**src/rtl/cmd_pkg.sv**
```systemverilog
// Shared definitions for the command sequencer: opcodes, enable bit indices,
// FSM state encoding and the opcode-to-enable decode.
package cmd_pkg;

   localparam int unsigned NUM_OPS = 6;

   localparam logic [7:0] OpWrA   = 8'h01;
   localparam logic [7:0] OpWrB   = 8'h02;
   localparam logic [7:0] OpReadA = 8'h03;
   localparam logic [7:0] OpReadB = 8'h04;
   localparam logic [7:0] OpSum   = 8'h05;
   localparam logic [7:0] OpAvg   = 8'h06;
   localparam logic [7:0] OpMan   = 8'h07;
   localparam logic [7:0] OpDot   = 8'h08;

   localparam int unsigned EnAvg   = 0;
   localparam int unsigned EnSum   = 1;
   localparam int unsigned EnReadA = 2;
   localparam int unsigned EnReadB = 3;
   localparam int unsigned EnMan   = 4;
   localparam int unsigned EnDot   = 5;

   typedef enum logic [2:0] {
      StIdle,
      StLoad,
      StStart,
      StWaitOp,
      StWaitTx
   } state_e;

   // Zero result means the opcode is not a compute/read command.
   function automatic logic [NUM_OPS-1:0] op_enables(input logic [7:0] opcode);
      logic [NUM_OPS-1:0] en;
      en = '0;
      case (opcode)
         OpReadA: en[EnReadA] = 1'b1;
         OpReadB: en[EnReadB] = 1'b1;
         OpSum:   en[EnSum]   = 1'b1;
         OpAvg:   en[EnAvg]   = 1'b1;
         OpMan:   en[EnMan]   = 1'b1;
         OpDot:   en[EnDot]   = 1'b1;
         default: en = '0;
      endcase
      return en;
   endfunction

endpackage

```
**src/rtl/payload_loader.sv**
```systemverilog
// Streams payload bytes into operand memory A or B with registered write strobes.
// Optional inter-byte timeout is compiled in with CMD_TIMEOUT_EN.
module payload_loader
   import cmd_pkg::*;
#(
   parameter int unsigned N_ELEMS    = 1024,
   parameter int unsigned ELEM_W     = 8,
   parameter int unsigned ADDR_W     = $clog2(N_ELEMS),
   parameter int unsigned RX_TIMEOUT = 1_000_000
) (
   input  logic              clk,
   input  logic              reset,
   input  logic              start,
   input  logic              bank_b_sel,
   input  logic              active,
   input  logic              rx_ready,
   input  logic [7:0]        rx_data,
   output logic              wr_en_a,
   output logic              wr_en_b,
   output logic [ADDR_W-1:0] wr_addr,
   output logic [ELEM_W-1:0] wr_data,
   output logic              last,
   output logic              timeout
);

   logic [ADDR_W-1:0] cnt_q;
   logic              bank_b_q;
   logic              is_last;

   assign is_last = (cnt_q == ADDR_W'(N_ELEMS - 1));
   assign last    = active && rx_ready && is_last;

   always_ff @(posedge clk or posedge reset) begin
      if (reset) begin
         cnt_q    <= '0;
         bank_b_q <= 1'b0;
         wr_en_a  <= 1'b0;
         wr_en_b  <= 1'b0;
         wr_addr  <= '0;
         wr_data  <= '0;
      end else begin
         wr_en_a <= 1'b0;
         wr_en_b <= 1'b0;
         if (start) begin
            cnt_q    <= '0;
            bank_b_q <= bank_b_sel;
         end else if (active && rx_ready) begin
            wr_en_a <= !bank_b_q;
            wr_en_b <= bank_b_q;
            wr_addr <= cnt_q;
            wr_data <= rx_data[ELEM_W-1:0];
            // Hold at the final address rather than wrapping.
            if (!is_last) begin
               cnt_q <= cnt_q + 1'b1;
            end
         end
      end
   end

`ifdef CMD_TIMEOUT_EN
   localparam int unsigned TW = $clog2(RX_TIMEOUT + 1);

   logic [TW-1:0] idle_q;

   always_ff @(posedge clk or posedge reset) begin
      if (reset) begin
         idle_q <= '0;
      end else if (start || rx_ready || !active) begin
         idle_q <= '0;
      end else begin
         idle_q <= idle_q + 1'b1;
      end
   end

   assign timeout = active && !rx_ready && (idle_q == TW'(RX_TIMEOUT - 1));
`else
   logic unused_timeout_cfg;
   assign unused_timeout_cfg = ^RX_TIMEOUT;
   assign timeout            = 1'b0;
`endif

endmodule

```
**src/rtl/cmd_sequencer.sv**
```systemverilog
// Command front end: decodes UART opcodes, loads operand memories, sequences the
// datapath and holds enables until the result is sent. Timeout via CMD_TIMEOUT_EN.
module cmd_sequencer
   import cmd_pkg::*;
#(
   parameter int unsigned N_ELEMS    = 1024,
   parameter int unsigned ELEM_W     = 8,
   parameter int unsigned ADDR_W     = $clog2(N_ELEMS),
   parameter int unsigned RX_TIMEOUT = 1_000_000
) (
   input  logic               clk,
   input  logic               reset,
   input  logic [7:0]         rx_data,
   input  logic               rx_ready,
   output logic               wr_en_a,
   output logic               wr_en_b,
   output logic [ADDR_W-1:0]  wr_addr,
   output logic [ELEM_W-1:0]  wr_data,
   output logic [NUM_OPS-1:0] enables,
   output logic               op_start,
   input  logic               op_done,
   input  logic               tx_done,
   output logic               busy,
   output logic               load_done,
   output logic               cmd_error
);

   state_e             state_q, state_d;
   logic [NUM_OPS-1:0] enables_q, enables_d;
   logic               load_done_q, load_done_d;
   logic               cmd_error_q, cmd_error_d;
   logic               load_start;
   logic               ld_last;
   logic               ld_timeout;
   logic [NUM_OPS-1:0] dec_en;

   assign dec_en = op_enables(rx_data);

   always_ff @(posedge clk or posedge reset) begin
      if (reset) begin
         state_q     <= StIdle;
         enables_q   <= '0;
         load_done_q <= 1'b0;
         cmd_error_q <= 1'b0;
      end else begin
         state_q     <= state_d;
         enables_q   <= enables_d;
         load_done_q <= load_done_d;
         cmd_error_q <= cmd_error_d;
      end
   end

   always_comb begin
      state_d     = state_q;
      enables_d   = enables_q;
      load_done_d = 1'b0;
      cmd_error_d = 1'b0;
      load_start  = 1'b0;
      unique case (state_q)
         StIdle: begin
            if (rx_ready) begin
               if (rx_data == OpWrA || rx_data == OpWrB) begin
                  load_start = 1'b1;
                  state_d    = StLoad;
               end else if (dec_en != '0) begin
                  enables_d = dec_en;
                  state_d   = StStart;
               end else begin
                  cmd_error_d = 1'b1;
               end
            end
         end
         StLoad: begin
            if (ld_last) begin
               load_done_d = 1'b1;
               state_d     = StIdle;
            end else if (ld_timeout) begin
               cmd_error_d = 1'b1;
               state_d     = StIdle;
            end
         end
         StStart: state_d = StWaitOp;
         // tx_done is deliberately ignored until op_done has been seen.
         StWaitOp: begin
            if (op_done) begin
               state_d = StWaitTx;
            end
         end
         StWaitTx: begin
            if (tx_done) begin
               enables_d = '0;
               state_d   = StIdle;
            end
         end
         default: state_d = StIdle;
      endcase
   end

   payload_loader #(
      .N_ELEMS   (N_ELEMS),
      .ELEM_W    (ELEM_W),
      .ADDR_W    (ADDR_W),
      .RX_TIMEOUT(RX_TIMEOUT)
   ) u_loader (
      .clk       (clk),
      .reset     (reset),
      .start     (load_start),
      .bank_b_sel(rx_data == OpWrB),
      .active    (state_q == StLoad),
      .rx_ready  (rx_ready),
      .rx_data   (rx_data),
      .wr_en_a   (wr_en_a),
      .wr_en_b   (wr_en_b),
      .wr_addr   (wr_addr),
      .wr_data   (wr_data),
      .last      (ld_last),
      .timeout   (ld_timeout)
   );

   assign enables   = enables_q;
   assign load_done = load_done_q;
   assign cmd_error = cmd_error_q;
   assign op_start  = (state_q == StStart);
   assign busy      = (state_q != StIdle);

endmodule

```
**config.mk**
```make
export PLATFORM = sky130hd
export DESIGN_NAME = cmd_sequencer
export DESIGN_NICKNAME = d
export VERILOG_FILES = /design/src/rtl/cmd_pkg.sv /design/src/rtl/payload_loader.sv /design/src/rtl/cmd_sequencer.sv
export SDC_FILE = /design/constraint.sdc
export NUM_CORES = 1
export LEC_CHECK = 0
export BUFFER_PORTS_ARGS = -buffer_cell sky130_fd_sc_hd__buf_2
export CAP_MARGIN = 20
export CELL_PAD_IN_SITES_DETAIL_PLACEMENT = 1
export CELL_PAD_IN_SITES_GLOBAL_PLACEMENT = 2
export CORE_ASPECT_RATIO = 0.75
export CORE_MARGIN = 10
export CORE_UTILIZATION = 30
export CTS_BUF_LIST = sky130_fd_sc_hd__clkbuf_8 sky130_fd_sc_hd__clkbuf_16
export DETAILED_ROUTE_END_ITERATION = 8
export GPL_TIMING_DRIVEN = 0
export PLACE_DENSITY = 0.73
export SYNTH_ARGS = -nofsm -noshare
export SYNTH_HDL_FRONTEND = slang
export SYNTH_SLANG_ARGS = --single-unit
```
**constraint.sdc**
```tcl
create_clock -name clk -period 1.85 [get_ports clk]
set_clock_uncertainty 0.15 [all_clocks]
set_input_delay 0.37 -clock clk [delete_from_list [all_inputs] [get_ports clk]]
set_output_delay 0.37 -clock clk [all_outputs]
set_load 0.03 [all_outputs]
```
==> results_tabular.tex <==
\begin{tabular}{lr}
\hline
Metric & Value \\
\hline
\multicolumn{2}{l}{\textbf{Outcome}} \\
Outcome & finished with violations \\
Violated checks & setup timing \\
\multicolumn{2}{l}{\textbf{Pwr}} \\
Static power due to leakage & 1.29 nW \\
Worst IR Drop VDD & 0.423 mV \\
Cell Pwr Density & 1270 mW/mm² \\
\multicolumn{2}{l}{\textbf{Clock network}} \\
Later-pin clock latency in the skew report & 0.30 ns \\
H-tree depth reported by CTS & 2 \\
Number of buffers added by the clock tree synthesis step & 5 \\
Clock transition at the registers of the reported paths & 0.09 ns \\
Number of buffers on the longest clock path & 2 \\
Buffer cell driving the clock tree root & clkbuf\_8 \\
Number of sinks on the clock net & 42 \\
Clock tree from TritonCTS & built \\
\multicolumn{2}{l}{\textbf{Route}} \\
Via count & 1686 \\
Aggregate routed wire length & 5600 µm \\
Initial drt markers & 57 \\
Wire per inst & 16.3 µm \\
Antenna Nets Post-Route & 0 \\
Length of the first detailed-routing pass in iterations & 4 \\
Post-detailed-route DRC marker count & 0 \\
Vias/cell & 4.92 \\
\multicolumn{2}{l}{\textbf{Synth}} \\
Arithmetic-cell share of the synthesized area counting full adders, half adders and majority gates & 0.00615 \\
Largest family of logic cells by synthesized area & simple AND/OR/NAND/NOR gates \\
Fraction of synthesis flops using an asynchronous set or reset pin & 1.00 \\
Parity-gate share of the synthesized area counting xor and xnor cells & 0.00860 \\
Post-synth net total & 220 \\
Ranking of synthesized cells by area & dfrtp\_1 (52\%), nand2\_1 (11\%), mux2\_2 (3.3\%) \\
Share of synthesized area spent on multiplexers & 0.0381 \\
Syn avg cell area & 9.88 µm² \\
Commonest register cell after synthesis & dfrtp\_1 \\
Synth Area in Compound Gates & 0.112 \\
Post-synthesis share of cell area spent on and, or, nand and nor gates & 0.278 \\
Yosys Warn Count & 0 \\
Synthesized instance count & 206 \\
Number of synthesized flops with an enable pin & 0 \\
Number of unique standard cell types used by synthesis & 47 \\
Top-area cell type share of the netlist area & 0.516 \\
Number of synthesized register bits & 42 \\
Most frequent cell after synthesis & nand2\_1 \\
Dominant cell type by area after synthesis & dfrtp\_1 \\
Most numerous cell types in the synthesized netlist & nand2\_1 (60), dfrtp\_1 (42), nor2\_1 (12) \\
Post-synthesis sequential area ratio & 0.516 \\
Post-synthesis instance area & 0.00204 mm² \\
\multicolumn{2}{l}{\textbf{Timing}} \\
Number of pins with negative max-slew slack in the final report & 0 \\
Actual slew at the worst max-slew pin & 0.600 ns \\
Worst rel slew slack & 0.597 \\
Setup Viol. Count Final & 3 \\
Final Cycle Share & 1.02 \\
Final hold slack & 0.162 ns \\
Setup WS post-layout & -0.0331 ns \\
Time the final worst path needs with I/O delays and setup & 1.88 ns \\
Number of failing hold endpoints at the final stage & 0 \\
Unrepaired setup endpoints after global routing & yes \\
Maximum achievable frequency & 0.531 GHz \\
\multicolumn{2}{l}{\textbf{Placed design}} \\
Detail Placement HPWL & 3980 µm \\
Number of buffer cells added on primary ports & 40 \\
Placed Cells & 328 \\
Placer's final routability congestion estimate & 0.797 \\
\multicolumn{2}{l}{\textbf{Cells and area}} \\
Multi-input combinational cell area & 950 µm² \\
Share of cells above drive strength 1 & 0.344 \\
Number of antenna cells inserted & 0 \\
Combined flip-flop and latch cell area & 0.00105 mm² \\
Relative area change from synthesis to final layout & 27.2\% \\
Number of fill cells & 777 \\
Finished Layout Cells & 343 \\
Net count reported at finish & 275 \\
\multicolumn{2}{l}{\textbf{Global routing}} \\
Via count of the first global-routing pass & 1778 \\
Total routing usage reported by global routing & 0.106 \\
Initial antenna violation count & 0 \\
First-pass GRT wire length & 9180 µm \\
Largest net degree at the start of global routing & 30 \\
Remaining Overflow, GRT & 0 \\
\multicolumn{2}{l}{\textbf{Floorplan}} \\
Starting density of the core & 0.316 \\
Die Span X & 115 µm \\
Ports & 43 \\
Number of rows in the core area & 25 \\
Die height & 91.3 µm \\
Area of the die & 0.0105 mm² \\
Core area & 0.00644 mm² \\
\multicolumn{2}{l}{\textbf{Critical path}} \\
Critical-path maximum fanout & 9 \\
Arrival time at the worst endpoint & 1.97 ns \\
Worst setup SP type & flop \\
Category of the critical setup timing path & reg -> reg \\
Internal reg-to-reg setup slack & -0.03 ns \\
Kind of capture point of the worst setup path & flop \\
Required arrival time at the worst endpoint & 1.94 ns \\
\multicolumn{2}{l}{\textbf{Min path}} \\
Classification of the worst-slack hold path & in -> reg \\
\multicolumn{2}{l}{\textbf{Flow run}} \\
Number of maximum-capacitance constraint violations & 0 \\
\hline
\end{tabular}
## layer usage
layer / part of all wire / GRT usage
met5: 0 / 0
met4: 0.0052 / 0.0247
met3: 0.052 / 0.0329
met2: 0.43 / 0.147
met1: 0.52 / 0.154
## layout make-up
type | count | area share
Tap cell | 81 | 0.0391
Clock buffer | 5 | 0.0266
Sequential cell | 42 | 0.406
Inverter | 4 | 0.00580
Buffer | 10 | 0.0309
Clock inverter | 3 | 0.0159
Multi-Input combinational cell | 149 | 0.367
Timing Repair Buffer | 49 | 0.109
## metrics by stage
stage	setup TNS, ns	cell area (µm²)	power (mW)	setup slack, ns	util
final	-0.0599	2590	3.30	-0.0331	0.402
after global routing	-0.804	2590	3.55	-0.0997	0.402
after CTS	-0.169	2520	3.29	-0.0701	0.391
after detailed placement	-3.77	2370	2.50	-0.454	0.368
after global placement	-17.02	2350	2.48	-0.459	0.365
after floorplan	-0.000686	2050	2.12	-0.000686	-
## cells in the final DEF (no fill, tap or decap), types with 3 or more instances in the layout
cell,n
nand2_1,59
inv_1,4
nor2_1,11
buf_6,4
a21oi_1,3
buf_4,9
dfrtp_1,42
nor3_1,3
nor3b_1,3
nand3_1,4
buf_2,41
a31o_2,3
mux2_2,6
a31oi_1,4
and3_1,4
o21ai_0,4
clkbuf_8,5
o31ai_1,4
## timing repair
action                                  CTS  global route
gates cloned                              0             0
hold buffers                              1             0
gates resized for setup                   4            14
buffers inserted                          4             3
hold endpoints to repair                 13             0
endpoints found under the setup margin   23            24
pin swaps                                 3             5
## path summary, 6_finish.rpt
kind | from | end | depth (start not counted)
setup / recovery | u_loader.cnt_q[1]$_DFFE_PP0P_ | u_loader.cnt_q[9]$_DFFE_PP0P_ | 5
hold / removal | rx_data[6] | u_loader.wr_data[6]$_DFFE_PP0P_ | 3
setup reg to reg | u_loader.cnt_q[1]$_DFFE_PP0P_ | u_loader.cnt_q[9]$_DFFE_PP0P_ | 5
hold reg to reg | u_loader.wr_addr[2]$_DFFE_PP0P_ | u_loader.wr_addr[2]$_DFFE_PP0P_ | 2
max in group asynchronous | reset | state_q[2]$_DFFE_PP0P_ | 4
min in group asynchronous | reset | u_loader.cnt_q[1]$_DFFE_PP0P_ | 3
## where the power goes
| group | internal (mW) | switching [mW] |
|---|---|---|
| clock network | 0.398 | 0.340 |
| logic | 0.421 | 0.851 |
| registers | 1.13 | 0.157 |
| total | 1.95 | 1.35 |
## cell families after synthesis
kind of cell	count (synthesis)
and+or+nand+nor	109
DFF	42
AOI/OAI and AO/OA	30
buffers and inverters	15
muxes	7
xor gates and xnor gates	2
adders and majority gates	1
## worst max-delay path, cell delays in order (launching register included)
cell	delay (ns)
dfrtp_1	0.45
ha_4	0.19
and4_4	0.19
and3_4	0.21
or4_1	0.50
a21oi_2	0.13
## sequential cells by signal, summed over array words and instances (netlist names)
signal,flops
u_loader.cnt_q,10
u_loader.wr_addr,10
u_loader.wr_data,8
enables,6
state_q,3
cmd_error,1
load_done,1
u_loader.bank_b_q,1
u_loader.wr_en_a,1
u_loader.wr_en_b,1
Power figures use the tool's default switching activity.
